File: src/rtl/mux_valid_pkg.sv
// ----------------------------------------------------------------------------
// mux_valid_pkg
// Shared definitions for the 2:1 4-bit mux-with-valid datapath and the
// stages that sit downstream of it.
//   DATA_W      : word width produced by the mux
//   FIFO_DEPTH  : default buffer depth for downstream FIFOs
//   ptr_t/cnt_t : pointer and occupancy types sized for FIFO_DEPTH
//   ptr_width() : pointer width for an arbitrary depth (never below 1 bit)
// ----------------------------------------------------------------------------
package mux_valid_pkg;

    localparam int DATA_W     = 4;
    localparam int FIFO_DEPTH = 4;
    localparam int PTR_W      = (FIFO_DEPTH <= 1) ? 1 : $clog2(FIFO_DEPTH);
    localparam int CNT_W      = PTR_W + 1;

    typedef logic [DATA_W-1:0] data_t;
    typedef logic [PTR_W-1:0]  ptr_t;
    typedef logic [CNT_W-1:0]  cnt_t;

    function automatic int ptr_width(input int depth);
        return (depth <= 1) ? 1 : $clog2(depth);
    endfunction

endpackage

File: src/rtl/fifo_mem_4b.sv
// ----------------------------------------------------------------------------
// fifo_mem_4b
// DEPTH x DATA_WIDTH register array: synchronous write, asynchronous read.
// Contents are deliberately not reset.
// Ports:
//   i_clk      : write clock
//   i_wr_en    : write strobe
//   i_wr_addr  : write address
//   i_wr_data  : write data
//   i_rd_addr  : read address
//   o_rd_data  : read data (combinational from i_rd_addr)
// ----------------------------------------------------------------------------
module fifo_mem_4b
    import mux_valid_pkg::*;
#(
    parameter int DATA_WIDTH = DATA_W,
    parameter int DEPTH      = FIFO_DEPTH,
    parameter int AW         = ptr_width(DEPTH)
) (
    input  logic                  i_clk,
    input  logic                  i_wr_en,
    input  logic [AW-1:0]         i_wr_addr,
    input  logic [DATA_WIDTH-1:0] i_wr_data,
    input  logic [AW-1:0]         i_rd_addr,
    output logic [DATA_WIDTH-1:0] o_rd_data
);

    logic [DATA_WIDTH-1:0] r_mem [DEPTH];

    always_ff @(posedge i_clk) begin
        if (i_wr_en) begin
            r_mem[i_wr_addr] <= i_wr_data;
        end
    end

    assign o_rd_data = r_mem[i_rd_addr];

endmodule

File: src/rtl/fifo_valid_4b.sv
// ----------------------------------------------------------------------------
// fifo_valid_4b
// Synchronous FIFO that absorbs the out/out_valid stream of the 2:1 4-bit
// mux. The mux cannot be stalled, so every valid word is captured while
// space remains; a consumer drains words with pop. All outputs are
// registered.
// Ports:
//   clk           : clock, rising edge
//   reset         : asynchronous reset, active low
//   in/in_valid   : write data and strobe from the mux
//   pop           : consumer read request
//   out/out_valid : popped word, valid for the single cycle after a pop
//   count         : occupancy 0..DEPTH
//   full/empty/almost_full/almost_empty : occupancy flags
//   overflow_err  : sticky, a push was dropped
//   underflow_err : sticky, a pop arrived while empty
// ----------------------------------------------------------------------------
module fifo_valid_4b
    import mux_valid_pkg::*;
#(
    parameter int DATA_WIDTH = DATA_W,
    parameter int DEPTH      = FIFO_DEPTH,
    parameter int AF_THRESH  = 3,
    parameter int AE_THRESH  = 1
) (
    input  logic                             clk,
    input  logic                             reset,
    input  logic [DATA_WIDTH-1:0]            in,
    input  logic                             in_valid,
    input  logic                             pop,
    output logic [DATA_WIDTH-1:0]            out,
    output logic                             out_valid,
    output logic [ptr_width(DEPTH):0]        count,
    output logic                             full,
    output logic                             empty,
    output logic                             almost_full,
    output logic                             almost_empty,
    output logic                             overflow_err,
    output logic                             underflow_err
);

    localparam int PW = ptr_width(DEPTH);
    localparam int CW = PW + 1;

    localparam logic [CW-1:0] DEPTH_C = CW'(DEPTH);
    localparam logic [CW-1:0] AF_C    = CW'(AF_THRESH);
    localparam logic [CW-1:0] AE_C    = CW'(AE_THRESH);

    logic [PW-1:0]         r_wr_ptr;
    logic [PW-1:0]         r_rd_ptr;
    logic [CW-1:0]         r_count;
    logic [DATA_WIDTH-1:0] r_out;
    logic                  r_out_valid;
    logic                  r_full;
    logic                  r_empty;
    logic                  r_almost_full;
    logic                  r_almost_empty;
    logic                  r_overflow_err;
    logic                  r_underflow_err;

    logic                  w_pop_ok;
    logic                  w_push_ok;
    logic [CW-1:0]         w_count_nxt;
    logic [DATA_WIDTH-1:0] w_rd_data;

    // A pop only needs a stored word. A push needs a free slot, or a slot
    // being vacated by a pop on the same edge (only possible when not empty,
    // so an empty FIFO never bypasses the pushed word to the output).
    assign w_pop_ok    = pop && !r_empty;
    assign w_push_ok   = in_valid && (!r_full || w_pop_ok);
    assign w_count_nxt = r_count + CW'(w_push_ok) - CW'(w_pop_ok);

    fifo_mem_4b #(
        .DATA_WIDTH (DATA_WIDTH),
        .DEPTH      (DEPTH),
        .AW         (PW)
    ) u_mem (
        .i_clk     (clk),
        .i_wr_en   (w_push_ok),
        .i_wr_addr (r_wr_ptr),
        .i_wr_data (in),
        .i_rd_addr (r_rd_ptr),
        .o_rd_data (w_rd_data)
    );

    always_ff @(posedge clk or negedge reset) begin
        if (!reset) begin
            r_wr_ptr        <= '0;
            r_rd_ptr        <= '0;
            r_count         <= '0;
            r_out           <= '0;
            r_out_valid     <= 1'b0;
            r_full          <= 1'b0;
            r_empty         <= 1'b1;
            r_almost_full   <= 1'b0;
            r_almost_empty  <= 1'b1;
            r_overflow_err  <= 1'b0;
            r_underflow_err <= 1'b0;
        end else begin
            if (w_push_ok) begin
                r_wr_ptr <= r_wr_ptr + PW'(1);
            end
            // The read port is combinational, so a simultaneous push into the
            // same slot (full case) cannot disturb the word being popped.
            if (w_pop_ok) begin
                r_rd_ptr <= r_rd_ptr + PW'(1);
                r_out    <= w_rd_data;
            end
            r_out_valid    <= w_pop_ok;
            r_count        <= w_count_nxt;
            r_full         <= (w_count_nxt == DEPTH_C);
            r_empty        <= (w_count_nxt == '0);
            r_almost_full  <= (w_count_nxt >= AF_C);
            r_almost_empty <= (w_count_nxt <= AE_C);
            if (in_valid && !w_push_ok) begin
                r_overflow_err <= 1'b1;
            end
            if (pop && r_empty) begin
                r_underflow_err <= 1'b1;
            end
        end
    end

    assign out           = r_out;
    assign out_valid     = r_out_valid;
    assign count         = r_count;
    assign full          = r_full;
    assign empty         = r_empty;
    assign almost_full   = r_almost_full;
    assign almost_empty  = r_almost_empty;
    assign overflow_err  = r_overflow_err;
    assign underflow_err = r_underflow_err;

endmodule

File: config.mk
export PLATFORM = sky130hd
export DESIGN_NAME = fifo_valid_4b
export DESIGN_NICKNAME = d
export VERILOG_FILES = /design/src/rtl/mux_valid_pkg.sv /design/src/rtl/fifo_mem_4b.sv /design/src/rtl/fifo_valid_4b.sv
export SDC_FILE = /design/constraint.sdc
export NUM_CORES = 1
export LEC_CHECK = 0
export BUFFER_PORTS_ARGS = -buffer_cell sky130_fd_sc_hd__buf_2
export CAP_MARGIN = 5
export CORE_ASPECT_RATIO = 1.5
export CORE_MARGIN = 4
export CORE_UTILIZATION = 58
export DETAILED_ROUTE_END_ITERATION = 10
export PLACE_DENSITY_LB_ADDON = 0.25
export SLEW_MARGIN = 20
export SYNTH_ARGS = -nofsm -noshare
export SYNTH_HDL_FRONTEND = slang
export SYNTH_HIERARCHICAL = 1
export SYNTH_SLANG_ARGS = --single-unit
File: constraint.sdc
create_clock -name clk -period 7.15 [get_ports clk]
set_clock_uncertainty 0.2 [all_clocks]
set_input_delay 1.43 -clock clk [delete_from_list [all_inputs] [get_ports clk]]
set_output_delay 1.43 -clock clk [all_outputs]
set_load 0.01 [all_outputs]
---- Yosys cells after proc, flatten, opt, wreduce, memory -nomap -nowiden ----
Memory sizes are Yosys's and may differ from the RTL's. A register that Yosys moved wholly into a read port is not among the register bits.
Cells that the tools add are included.
storage, ports and cells
  register bits ........................... 14
  RAM bits ................................ 16
  input bits .............................. 8
  output and inout port bits .............. 14
  word-level logic and storage cells ...... 30
  memories ................................ 1
memories
  name         words  bits a word  read ports  clocked after Yosys merged registers in  wr ports  line               RTL
  u_mem.r_mem  4      4            1           1                                        1         fifo_mem_4b.sv:28  logic [DATA_WIDTH-1:0] r_mem [DEPTH];
operators by class
  add/subtract/negate cells ............... 4
  order comparisons ....................... 2
  equality and inequality tests ........... 1
  multiplexer cells ....................... 2
  reductions and logical operators ........ 10
operators by type and width
  kind                 number
  $add 2x1->2 const B  2
  $logic_and 1x1->1    4
  $logic_not 1->1      4
  $add 3x1->3          1
  $eq 3x3->1 const B   1
  $ge 3x2->1 const B   1
  $le 3x1->1 const B   1
  $logic_not 3->1      1
  $sub 3x1->3          1
  $mux 1               2
  $logic_or 1x1->1     1

---- Longest topological paths before layout ----
  depth after elaboration ................. 7
  mapped depth ............................ 11
  mapped depth without buffers ............ 10

---- By module ----
The synthesis kept the hierarchy.
by module, submodules not included
  module         times used  cells each  area an instance (um^2)  sequential area each (um^2)
  fifo_valid_4b  1           56          724.4                    452.9
  fifo_mem_4b    1           24          616.8                    480.5

---- Worst setup path after synthesis ----
Ideal clock, no wire load.
  kind .................................... input -> register
  start point ............................. input port pop
  end point ............................... register r_full (netlist: full)
  setup time .............................. 88 ps
  arrival ................................. 3,213 ps
  required time ........................... 6,862 ps
  path slack .............................. 3,648 ps
  stages .................................. 11
  path buffers ............................ 1
  cells stage by stage .................... nand2b_4 -> buf_6 -> inv_2 -> o21ai_4 -> ha_1 -> inv_1 -> ha_1 -> fa_1 -> xnor2_1 -> xnor2_2 -> nor3b_1
on the way
  word-level cells in the longest chain between the ends .. 6
RTL lines
  what                    line                  RTL
  start: declaration      fifo_valid_4b.sv:30   input logic pop,
  $logic_and 1x1->1 (*)   fifo_valid_4b.sv:69   assign w_pop_ok = pop && !r_empty;
  via w_pop_ok            fifo_valid_4b.sv:61   logic w_pop_ok;
  $logic_or 1x1->1        fifo_valid_4b.sv:70   assign w_push_ok = in_valid && (!r_full || w_pop_ok);
  $logic_and 1x1->1       fifo_valid_4b.sv:70
  $add 3x1->3             fifo_valid_4b.sv:71   assign w_count_nxt = r_count + CW'(w_push_ok) - CW'(w_pop_ok);
  $sub 3x1->3 (*)         fifo_valid_4b.sv:71
  via w_count_nxt[2]      fifo_valid_4b.sv:63   logic [CW-1:0] w_count_nxt;
  $eq 3x3->1 (*)          fifo_valid_4b.sv:111  r_full <= (w_count_nxt == DEPTH_C);
  end signal: assignment  fifo_valid_4b.sv:111
  end: declaration        fifo_valid_4b.sv:54   logic r_full;
Mark *: on every way through the listed nets, which the timed path passes. The rest lies on a longest branch.
A chain may end at the register's enable or synchronous reset.

---- Final worst setup path ----
Same ends and word-level chain as after synthesis.

==> summary.txt <==
Final layout
  • P&R area growth vs syn: 13.81%
  • Most common cell after layout, fill and taps aside: buf_2
  • Commonest non-fill, non-tap cells in the layout: buf_2 (21), dfrtp_1 (16), edfxtp_1 (16)
  • Filler cell count: 158
  • N_diodes: 0
  • Fraction of layout cells with a size suffix above 1: 35.19%
  • Layout net count: 118

Clocking
  • TritonCTS clock tree: done
  • Clock buffer depth: 2
  • CTS sink cnt: 34
  • Setup bufs post-CTS: 0
  • Clk slew on worst S/H paths: 0.10 ns
  • Hold Buf Count CTS: 0
  • H-Tree Depth: 2
  • Clock root cell: clkbuf_4
  • TritonCTS buffer count: 5
  • Post-CTS Resized: 0
  • Worst-Skew Late Latency: between 0.3 and 0.4 ns

Die
  • Die span in y: 66.90 µm
  • Die ar.: 0.003162 mm²
  • I/O pin count: 22
  • Starting density of the core: 60.06%
  • Die X: 47.27 µm
  • Core Area: 0.002233 mm²
  • Row cnt: 21

Status
  • Status: completed

Global route
  • Largest net degree at the start of global routing: 19
  • Vias in the first global route: 705
  • Gr usage total: 14.66%
  • Grt ovf: 0
  • First-pass GRT wire length: slightly above 3000 µm
  • Initial antenna violation count: 0

Critical path
  • Crit path max-delay family: adder cells
  • Crit Path Class: input port to register
  • Crit-path most repeated cell: ha_1
  • Critical path endpoint category: register
  • Crit-path max FO: 9
  • Critical Path RT: 7.20 ns
  • CP max stage cell: fa_1
  • CP max stage delay: 0.38 ns
  • Critical path launch point type: input port
  • Crit-path cells: buf_2 > nand2b_4 > inv_2 > o21ai_4 > ha_1 > inv_1 > ha_1 > fa_1 > xnor2_1 > xnor2_2 > nor3b_1
  • Worst path arrival time: 3.41 ns
  • Crit path buf inv count: 3

Logic synthesis
  • Post-synth top area share: 35.82%
  • Register area share after synthesis: between 60 and 70%
  • Ys Warns: 6
  • Synthesized instance count: 80
  • #FFs+latches synth: 34
  • Ranking of synthesized cells by area: edfxtp_1 (36%), dfrtp_1 (30%), mux4_1 (7.8%)
  • Leading area contributor after synthesis: edfxtp_1
  • Mean Syn Cell Area: ~17 µm²
  • Area of the mapped netlist: 0.001341 mm²
  • Mapped Nets: slightly above 90
  • Synth cell types: 23

STA
  • RSZ-0062 raised after global routing: false
  • Setup TNS: 0 ns
  • Highest Clock Rate: 297.4 MHz
  • Max Slew Vio Count: 0
  • Final period util: a little under half
  • Slew headroom: about 56%
  • Final hold vios: 0
  • Setup violators final: 0
  • Crit path time final: 3.362 ns
  • Worst slew pin tran: 0.6638 ns

Route
  • DR DRC count: 0
  • Via Count: roughly 700
  • Post-DR wirelength/cell: 14.70 µm
  • Detailed Routing Iterations Pass 1: 4
  • WL final: 1926 µm
  • Starting DRT DRC Count: 9
  • Final ANT Viol Nets: 0
  • Drt via density: 5.458

Power and ir drop
  • Power Density: 418.4 mW/mm²
  • Maximum VDD drop: roughly 210 µV
  • Overall Power: around 640 µW
  • Static Leak: roughly 0.67 nW

Placed design
  • Port Buffers: 21
  • Post-DP HPWL: 1537 µm
  • Placer congestion estimate: 0.7230

Hold path
  • Hold crit path type: register to register

Flow run
  • Max Cap Viol: 0
==> cell usage after synthesis <==
cell type and instances:
nor3b_1 2, xnor2_1 5, xnor2_2 1, o21ai_4 1, and3_1 1, nand2b_4 1
and3b_1 2, buf_6 1, fa_1 1, mux4_1 4, a21o_1 1, a21o_2 1
ha_1 2, a31o_2 1, nor2_1 1, nand2_1 13, dfstp_2 2, inv_2 1
o211ai_2 1, dfrtp_1 16, inv_1 5, nor3_1 1, edfxtp_1 16
==> power breakdown <==
group	switching (mW)	internal (mW)	total, mW
Clock	0.0603	0.0475	0.108
Combinational	0.109	0.109	0.218
Sequential	0.0391	0.274	0.313
==> per-stage QoR <==
step	utilization (%)	instances	setup slack, ns	instance area [µm²]	hold slack [ns]
floorplan	-	80	3.648	1341	0.2859
global placement	65.55	123	3.516	1464	0.2368
detailed placement	65.55	123	3.408	1464	0.2450
CTS	68.35	131	3.772	1526	0.2691
global route	68.35	131	3.670	1526	0.2987
finish	68.35	131	3.788	1526	0.2660
==> sequential cells by signal, summed over array words and instances (netlist names) <==
register and count:
almost_empty 1, count 3, empty 1, almost_full 1
out_valid 1, out 4, r_rd_ptr 2, full 1
underflow_err 1, overflow_err 1, r_wr_ptr 2, u_mem/r_mem 16
==> area by class of cell <==
cell class | count | area (µm²) | share of cell area [%]
Clock inverter | 2 | 11.26 | 0.7377
Tap cell | 23 | 28.78 | 1.885
Multi-Input combinational cell | 39 | 374.1 | 24.51
Inverter | 6 | 22.52 | 1.475
Sequential cell | 34 | 933.4 | 61.15
Clock buffer | 6 | 51.30 | 3.361
Timing Repair Buffer | 21 | 105.1 | 6.885
==> per-layer routing <==
metal	part of all wire, %	vias up	GRT usage [%]
met5	0	-	0
met4	2.4	0	10.38
met3	5.1	5	4.054
met2	59	21	25.84
met1	34	348	13.15
li1	-	341	-
==> worst paths after layout <==
kind	from	to	slack, ns	cells after the start
min in group asynchronous	reset	count[0]$_DFF_PN0_	0.80	1
min	underflow_err$_DFFE_PN0P_	underflow_err$_DFFE_PN0P_	0.27	1
max	pop	full$_DFF_PN0_	3.79	11
max in group asynchronous	reset	empty$_DFF_PN1_	5.63	1
min reg2reg	underflow_err$_DFFE_PN0P_	underflow_err$_DFFE_PN0P_	0.27	1
max reg2reg	empty$_DFF_PN1_	full$_DFF_PN0_	4.48	10
==> cells by family after synthesis <==
family | Yosys count | synth area share [%]
and+or+nand+nor | 21 | 8.209
adders and majority gates | 3 | 3.358
muxes | 4 | 7.836
xor gates and xnor gates | 6 | 4.478
buffers and inverters | 7 | 2.518
AOI/OAI and AO/OA | 5 | 4.012
DFF | 34 | 69.59
Note: power is estimated with default switching activity, not from simulation.
